===== config.mk =====
export PLATFORM = sky130hd
export DESIGN_NAME = tu_trigger_tx_flat
export DESIGN_NICKNAME = d
export VERILOG_FILES = /design/src/rtl/tu_trigger_tx_if.sv /design/src/rtl/tu_trigger_tx.sv /design/src/flat_wrapper.sv
export SDC_FILE = /design/constraint.sdc
export NUM_CORES = 1
export LEC_CHECK = 0
export CAP_MARGIN = 10
export CELL_PAD_IN_SITES_DETAIL_PLACEMENT = 1
export CELL_PAD_IN_SITES_GLOBAL_PLACEMENT = 1
export CORE_ASPECT_RATIO = 0.75
export CORE_UTILIZATION = 46
export DETAILED_ROUTE_END_ITERATION = 10
export GPL_TIMING_DRIVEN = 0
export PLACE_DENSITY = 0.93
export RECOVER_POWER = 100
export SETUP_SLACK_MARGIN = 0.2
export SYNTH_ARGS = -nofsm -noshare
export SYNTH_HDL_FRONTEND = slang
export SYNTH_SLANG_ARGS = --single-unit
export TNS_END_PERCENT = 10

===== constraint.sdc =====
create_clock -name S_AXI_ACLK -period 5.1 [get_ports S_AXI_ACLK]
set_clock_uncertainty 0.1 [all_clocks]
set_input_delay 0.765 -clock S_AXI_ACLK [delete_from_list [all_inputs] [get_ports S_AXI_ACLK]]
set_output_delay 0.765 -clock S_AXI_ACLK [all_outputs]
set_load 0.01 [all_outputs]

===== src/rtl/tu_trigger_tx_if.sv =====
//------------------------------------------------------------------------------
// Module : tu_trigger_tx_if
// Brief  : Payload valid/ready handshake between a word source and tu_trigger_tx.
// Rev    : 1.0
//------------------------------------------------------------------------------
`default_nettype none

interface tu_trigger_tx_if;
    logic [63:0] payload_data;
    logic        payload_valid;
    logic        payload_ready;

    modport master (
        output payload_data,
        output payload_valid,
        input  payload_ready
    );

    modport slave (
        input  payload_data,
        input  payload_valid,
        output payload_ready
    );
endinterface

`default_nettype wire


===== src/rtl/tu_trigger_tx.sv =====
//------------------------------------------------------------------------------
// Module : tu_trigger_tx
// Brief  : Trigger-unit transmitter: training burst then payload, lane-transposed
//          and optionally bit-rotated per lane for an 8x8 serializer.
// Rev    : 1.0
//------------------------------------------------------------------------------
`default_nettype none

module tu_trigger_tx #(
    parameter logic [63:0] TRAIN_WORD = 64'hF0E1_D2C3_B4A5_9687,
    parameter logic [63:0] IDLE_WORD  = 64'h0000_0000_0000_0000,
    parameter logic [15:0] TRAIN_LEN  = 16'd64
) (
    input  wire logic        S_AXI_ACLK,
    input  wire logic        S_AXI_ARESETN,
    input  wire logic        tx_ena,
    input  wire logic [2:0]  slip_offset,
    tu_trigger_tx_if.slave   pay,
    output logic [63:0]      tx_word,
    output logic             tx_training,
    output logic             tx_busy,
    output logic [31:0]      word_cnt
);

    typedef enum logic [3:0] {
        S_IDLE  = 4'b0001,
        S_TRAIN = 4'b0010,
        S_RUN   = 4'b0100,
        S_DRAIN = 4'b1000
    } state_t;

    state_t       r_state;
    logic         r_ena_p;
    logic [2:0]   r_slip;
    logic [15:0]  r_train_cnt;
    logic         r_drain;
    logic [31:0]  r_word_cnt;
    logic [63:0]  r_sel;
    logic         r_tr_p;
    logic [63:0]  r_prev;
    logic [63:0]  r_tx_word;
    logic         r_tx_training;

    logic         w_start;
    logic         w_ready;
    logic         w_accept;
    logic [63:0]  w_t;
    logic [15:0]  w_cat [8];
    logic [63:0]  w_rot;

    assign w_start  = tx_ena & ~r_ena_p;
    assign w_ready  = (r_state == S_RUN) & tx_ena;
    assign w_accept = w_ready & pay.payload_valid;

    // Undo the receiver's transposition: lane l, bit i carries logical bit 8i+7-l.
    always_comb begin
        w_t = '0;
        for (int l = 0; l < 8; l++) begin
            for (int i = 0; i < 8; i++) begin
                w_t[8*l+i] = r_sel[8*i+7-l];
            end
        end
    end

    // Each lane is taken from its current and previous byte, shifted by the latched slip.
    always_comb begin
        w_rot = '0;
        for (int l = 0; l < 8; l++) begin
            w_cat[l] = {w_t[8*l +: 8], r_prev[8*l +: 8]};
            w_rot[8*l +: 8] = w_cat[l][15 - int'(r_slip) -: 8];
        end
    end

    always_ff @(posedge S_AXI_ACLK or negedge S_AXI_ARESETN) begin
        if (!S_AXI_ARESETN) begin
            r_state       <= S_IDLE;
            r_ena_p       <= 1'b0;
            r_slip        <= 3'd0;
            r_train_cnt   <= 16'd0;
            r_drain       <= 1'b0;
            r_word_cnt    <= 32'd0;
            r_sel         <= 64'd0;
            r_tr_p        <= 1'b0;
            r_prev        <= 64'd0;
            r_tx_word     <= 64'd0;
            r_tx_training <= 1'b0;
        end else begin
            r_ena_p       <= tx_ena;
            r_tr_p        <= (r_state == S_TRAIN);
            r_prev        <= w_t;
            r_tx_word     <= w_rot;
            r_tx_training <= r_tr_p;

            case (r_state)
                S_IDLE: begin
                    r_sel <= IDLE_WORD;
                    if (w_start) begin
                        r_slip      <= slip_offset;
                        r_train_cnt <= 16'd0;
                        r_word_cnt  <= 32'd0;
                        r_state     <= S_TRAIN;
                    end
                end
                S_TRAIN: begin
                    r_sel       <= TRAIN_WORD;
                    r_train_cnt <= r_train_cnt + 16'd1;
                    if (!tx_ena) begin
                        r_drain <= 1'b0;
                        r_state <= S_DRAIN;
                    end else if (r_train_cnt == TRAIN_LEN - 16'd1) begin
                        r_state <= S_RUN;
                    end
                end
                S_RUN: begin
                    if (w_accept) begin
                        r_sel <= pay.payload_data;
                        if (r_word_cnt != 32'hFFFF_FFFF) begin
                            r_word_cnt <= r_word_cnt + 32'd1;
                        end
                    end else begin
                        r_sel <= IDLE_WORD;
                    end
                    if (!tx_ena) begin
                        r_drain <= 1'b0;
                        r_state <= S_DRAIN;
                    end
                end
                S_DRAIN: begin
                    r_sel   <= IDLE_WORD;
                    r_drain <= 1'b1;
                    if (r_drain) begin
                        r_state <= S_IDLE;
                    end
                end
                default: begin
                    r_sel   <= IDLE_WORD;
                    r_state <= S_IDLE;
                end
            endcase
        end
    end

    assign pay.payload_ready = w_ready;
    assign tx_word           = r_tx_word;
    assign tx_training       = r_tx_training;
    assign tx_busy           = (r_state != S_IDLE);
    assign word_cnt          = r_word_cnt;

endmodule

`default_nettype wire


===== src/flat_wrapper.sv =====
// flat-port wrapper written by rule: the top's interface ports become plain ports
module tu_trigger_tx_flat 
#(
    parameter logic [63:0] TRAIN_WORD = 64'hF0E1_D2C3_B4A5_9687,
    parameter logic [63:0] IDLE_WORD  = 64'h0000_0000_0000_0000,
    parameter logic [15:0] TRAIN_LEN  = 16'd64
)
  (S_AXI_ACLK, S_AXI_ARESETN, tx_ena, slip_offset, tx_word, tx_training, tx_busy, word_cnt, pay_payload_data, pay_payload_valid, pay_payload_ready);
  tu_trigger_tx_if pay_i ();
  input  wire logic S_AXI_ACLK;
  input  wire logic S_AXI_ARESETN;
  input  wire logic tx_ena;
  input  wire logic [2:0] slip_offset;
  output logic [63:0] tx_word;
  output logic tx_training;
  output logic tx_busy;
  output logic [31:0] word_cnt;
  input wire logic [$bits(pay_i.payload_data)-1:0] pay_payload_data;
  input wire logic [$bits(pay_i.payload_valid)-1:0] pay_payload_valid;
  output wire logic [$bits(pay_i.payload_ready)-1:0] pay_payload_ready;
  assign pay_i.payload_data = pay_payload_data;
  assign pay_i.payload_valid = pay_payload_valid;
  assign pay_payload_ready = pay_i.payload_ready;
  tu_trigger_tx #(.TRAIN_WORD(TRAIN_WORD), .IDLE_WORD(IDLE_WORD), .TRAIN_LEN(TRAIN_LEN)) u_core (.S_AXI_ACLK(S_AXI_ACLK), .S_AXI_ARESETN(S_AXI_ARESETN), .tx_ena(tx_ena), .slip_offset(slip_offset), .pay(pay_i), .tx_word(tx_word), .tx_training(tx_training), .tx_busy(tx_busy), .word_cnt(word_cnt));
endmodule

==> summary.txt <==
Status
  • Status: finished, violations left
  • Violated checks: max-capacitance violations, max-slew violations

Clocking
  • Clock Latency Late Sink: 0.53 ns
  • CTS tree: built
  • H-tree depth: 1
  • Clock buffer count from CTS: 24
  • Hold_buf cts: 0
  • Post-CTS Setup Repair Bufs: 0
  • Reg clk slew, reported paths: 0.06 ns
  • Clk sinks: 243
  • CTS root buffer: clkbuf_16
  • CTS Buffer Depth: 3
  • Post-cts sizing count: 0

Critical path
  • CP bufs+invs: 2
  • Reg2Reg Depth: 8
  • Worst flop-to-flop path endpoint: u_core.word_cnt[18]
  • Top delay family on crit path: simple AND/OR/NAND/NOR gates
  • Req. time, crit path: approximately 5.4 ns
  • WP depth: 8
  • Crit path DAT: ~4.4 ns
  • CP Cell Sequence: ha_1 -> nand2_1 -> or4_1 -> buf_2 -> nor4_1 -> nor2_1 -> clkbuf_1 -> a31oi_1
  • WS Path Type: reg -> reg
  • Setup crit start kind: flop
  • Crit. End Element: flop
  • Critical Path Source: u_core.word_cnt[0]
  • Crit path capture: u_core.word_cnt[18]
  • Slowest-stage cell, CP: nor4_1
  • Max incr delay on CP: roughly 1.1 ns
  • R2r setup slk: just over 1 ns
  • Worst flop-to-flop path startpoint: u_core.word_cnt[0]
  • Maximum fanout along the worst path: 10

Synthesis
  • Most frequent cell after synthesis: dfrtp_1
  • Synth area leader: dfrtp_1
  • Area of the mapped netlist: ~0.011 mm²
  • Post-Syn Nets: approximately 1100
  • Unique masters post-synth: 50
  • Async S/R FF share, synth: 100%
  • Post-Synthesis Cells: between 1000 and 1500
  • Most instantiated cells after synthesis: dfrtp_1, nand2_1, mux2i_1
  • Post-synth EDFFs: 0
  • Area fraction of the dominant cell type after synthesis: 54.0%
  • Register area share after synthesis: a little over half
  • Synth Flop Type: dfrtp_1
  • Avg Cell Area, Syn: between 10 and 15 µm²
  • Synth warn: 0
  • Top cells by area, synth: dfrtp_1, mux2i_1, mux2_2, nand2_1, o21ai_0
  • Register bit total from synthesis: ~240

Final layout
  • Diodes inserted: 0
  • Final instance count without filler cells: around 1600
  • Area growth syn-to-layout: 25.2%
  • Nets@finish: around 1300
  • Fill count: between 2000 and 3000
  • Final Cell Area: 0.0140 mm²
  • Core Util, Final: 58.7%
  • Fraction of final layout cells sized beyond drive strength 1: roughly 9.0%

Timing
  • Final setup margin: 1.03 ns
  • Fin. Hold Viols: 0
  • Final setup viols: 0
  • RSZ-0062 raised after global routing: false
  • Worst Max-Slew Pin Slew: roughly 3 ns
  • Worst slew margin: -97.1%
  • F_max: between 200 and 250 MHz
  • Pins Over Slew Limit: between 100 and 150
  • Tcrit/Tclk final: 79.8%
  • Crit path time final: between 4 and 5 ns

Detailed routing
  • Final wirelength: about 42000 µm
  • Via count: roughly 9900
  • Wirelength per Cell: 26.5 µm
  • Vias/cell: around 6.3
  • Initial DRC count: ~970
  • Antenna Violating Nets Remaining: 0
  • Drt first pass iters: 8
  • DR DRC count: 0

Power and ir drop
  • Total power draw: 0.00679 W
  • Cell leakage power: between 6 and 7 nW
  • Power density over cell area: 483 mW/mm²
  • VDD IR max: roughly 0.27 mV

Floorplan
  • Initial Util: 46.9%
  • Area of the die: 0.0250 mm²
  • Ports: 170
  • Core footprint: roughly 0.024 mm²
  • Die H: ~140 µm
  • Die Width: between 150 and 200 µm
  • Row Count: approximately 50

Placed design
  • DP Area: about 0.013 mm²
  • Cell Count Post-Placement: between 1500 and 2000
  • Place WS: around 1.8 ns
  • PortBufs: 169
  • Hpwl dp: slightly below 30000 µm
  • Final Wtd Congestion: between 0.9 and 1

GRT
  • Largest net degree at the start of global routing: approximately 130
  • Total Routing Usage GR: roughly a third
  • Antenna violations before repair: 0
  • Vias in the first global route: between 10000 and 15000
  • Gr ovfl total: 0
  • First-pass GRT wire length: between 60000 and 70000 µm

Flow run
  • MaxCap Viol Count: 1

Hold path
  • Hold Path Class: reg -> reg
[logic make-up (layout without fill, tap and decap cells)]
kind of cell	after synthesis	in the layout	share of synthesized area [%]
simple gates	364	364	15.8
flops	243	243	54.3
compound gates	197	197	10.2
mux	178	178	16.7
buf+inv	79	291	2.84
fa+ha+maj	2	2	0.223
[cell type report]
class | instances | area, µm² | area share (%)
inverter | 8 | 30.0 | 0.214
tap | 306 | 383 | 2.73
multi-input combinational | 741 | 4790 | 34.1
timing repair buffer | 171 | 1720 | 12.2
clock inverter | 10 | 87.6 | 0.624
clock buffer | 31 | 668 | 4.76
sequential | 243 | 6080 | 43.3
buffer | 71 | 279 | 1.99
[worst register-to-register path, stage by stage, from the launching register on]
cell and delay, ns:
dfrtp_1 0.47, ha_1 0.32, nand2_1 0.15, or4_1 0.49, buf_2 0.19, nor4_1 1.12, nor2_1 0.47, clkbuf_1 0.42
a31oi_1 0.27
[report_power, final]
| part | leakage (nW) | internal [W] | switching (W) |
|---|---|---|---|
| combinational | 3.07 | 0.000981 | 0.00157 |
| clock | 0.370 | 0.000977 | 0.000795 |
| sequential | 3.31 | 0.00225 | 0.000204 |
[state kept, by name, indices dropped and copies added (netlist names), 3 cells and up]
register,flops
u_core.r_train_cnt,16
u_core.r_state,4
u_core.r_prev,56
u_core.r_sel,64
u_core.r_slip,3
u_core.word_cnt,32
u_core.tx_word,64
[metrics by stage]
stage               hold WS [ns]  setup TNS, ns
global route               0.269              0
finish                     0.265              0
CTS                        0.256              0
global placement           0.235       -1619.84
detailed placement         0.252              0
floorplan                  0.231              0
[per-layer routing]
metal	GRT usage, %	part of all wire, %
met1	44.9	41
met2	51.9	44
met3	12.0	12
met4	8.54	2.6
met5	0	0
[worst min-delay path by stage]
| stage | start | end | slack (ns) | cells after the start |
|---|---|---|---|---|
| finish | u_core.r_tr_p | u_core.tx_training | 0.26 | 0 |
| global route | u_core.r_tr_p | u_core.tx_training | 0.27 | 0 |
| CTS | S_AXI_ARESETN | u_core.tx_word[44] | 0.26 | 1 |
| detailed placement | u_core.r_tr_p | u_core.tx_training | 0.25 | 0 |
| global placement | u_core.r_tr_p | u_core.tx_training | 0.24 | 0 |
| floorplan | u_core.r_tr_p | u_core.tx_training | 0.23 | 0 |
[cell usage in the layout, fill, tap and decap left out, types with 24 or more instances in the layout]
cell type,instances
dfrtp_1,242
nand2_1,153
mux2i_1,110
dlygate4sd3_1,100
o21ai_0,79
clkdlybuf4s50_1,68
mux2_2,64
clkbuf_1,57
nor2_1,48
nand3_1,47
a21oi_1,44
a31oi_1,33
nand2b_1,26
clkbuf_16,25
and2_0,24
No activity file was read; power rests on OpenSTA's default activity.
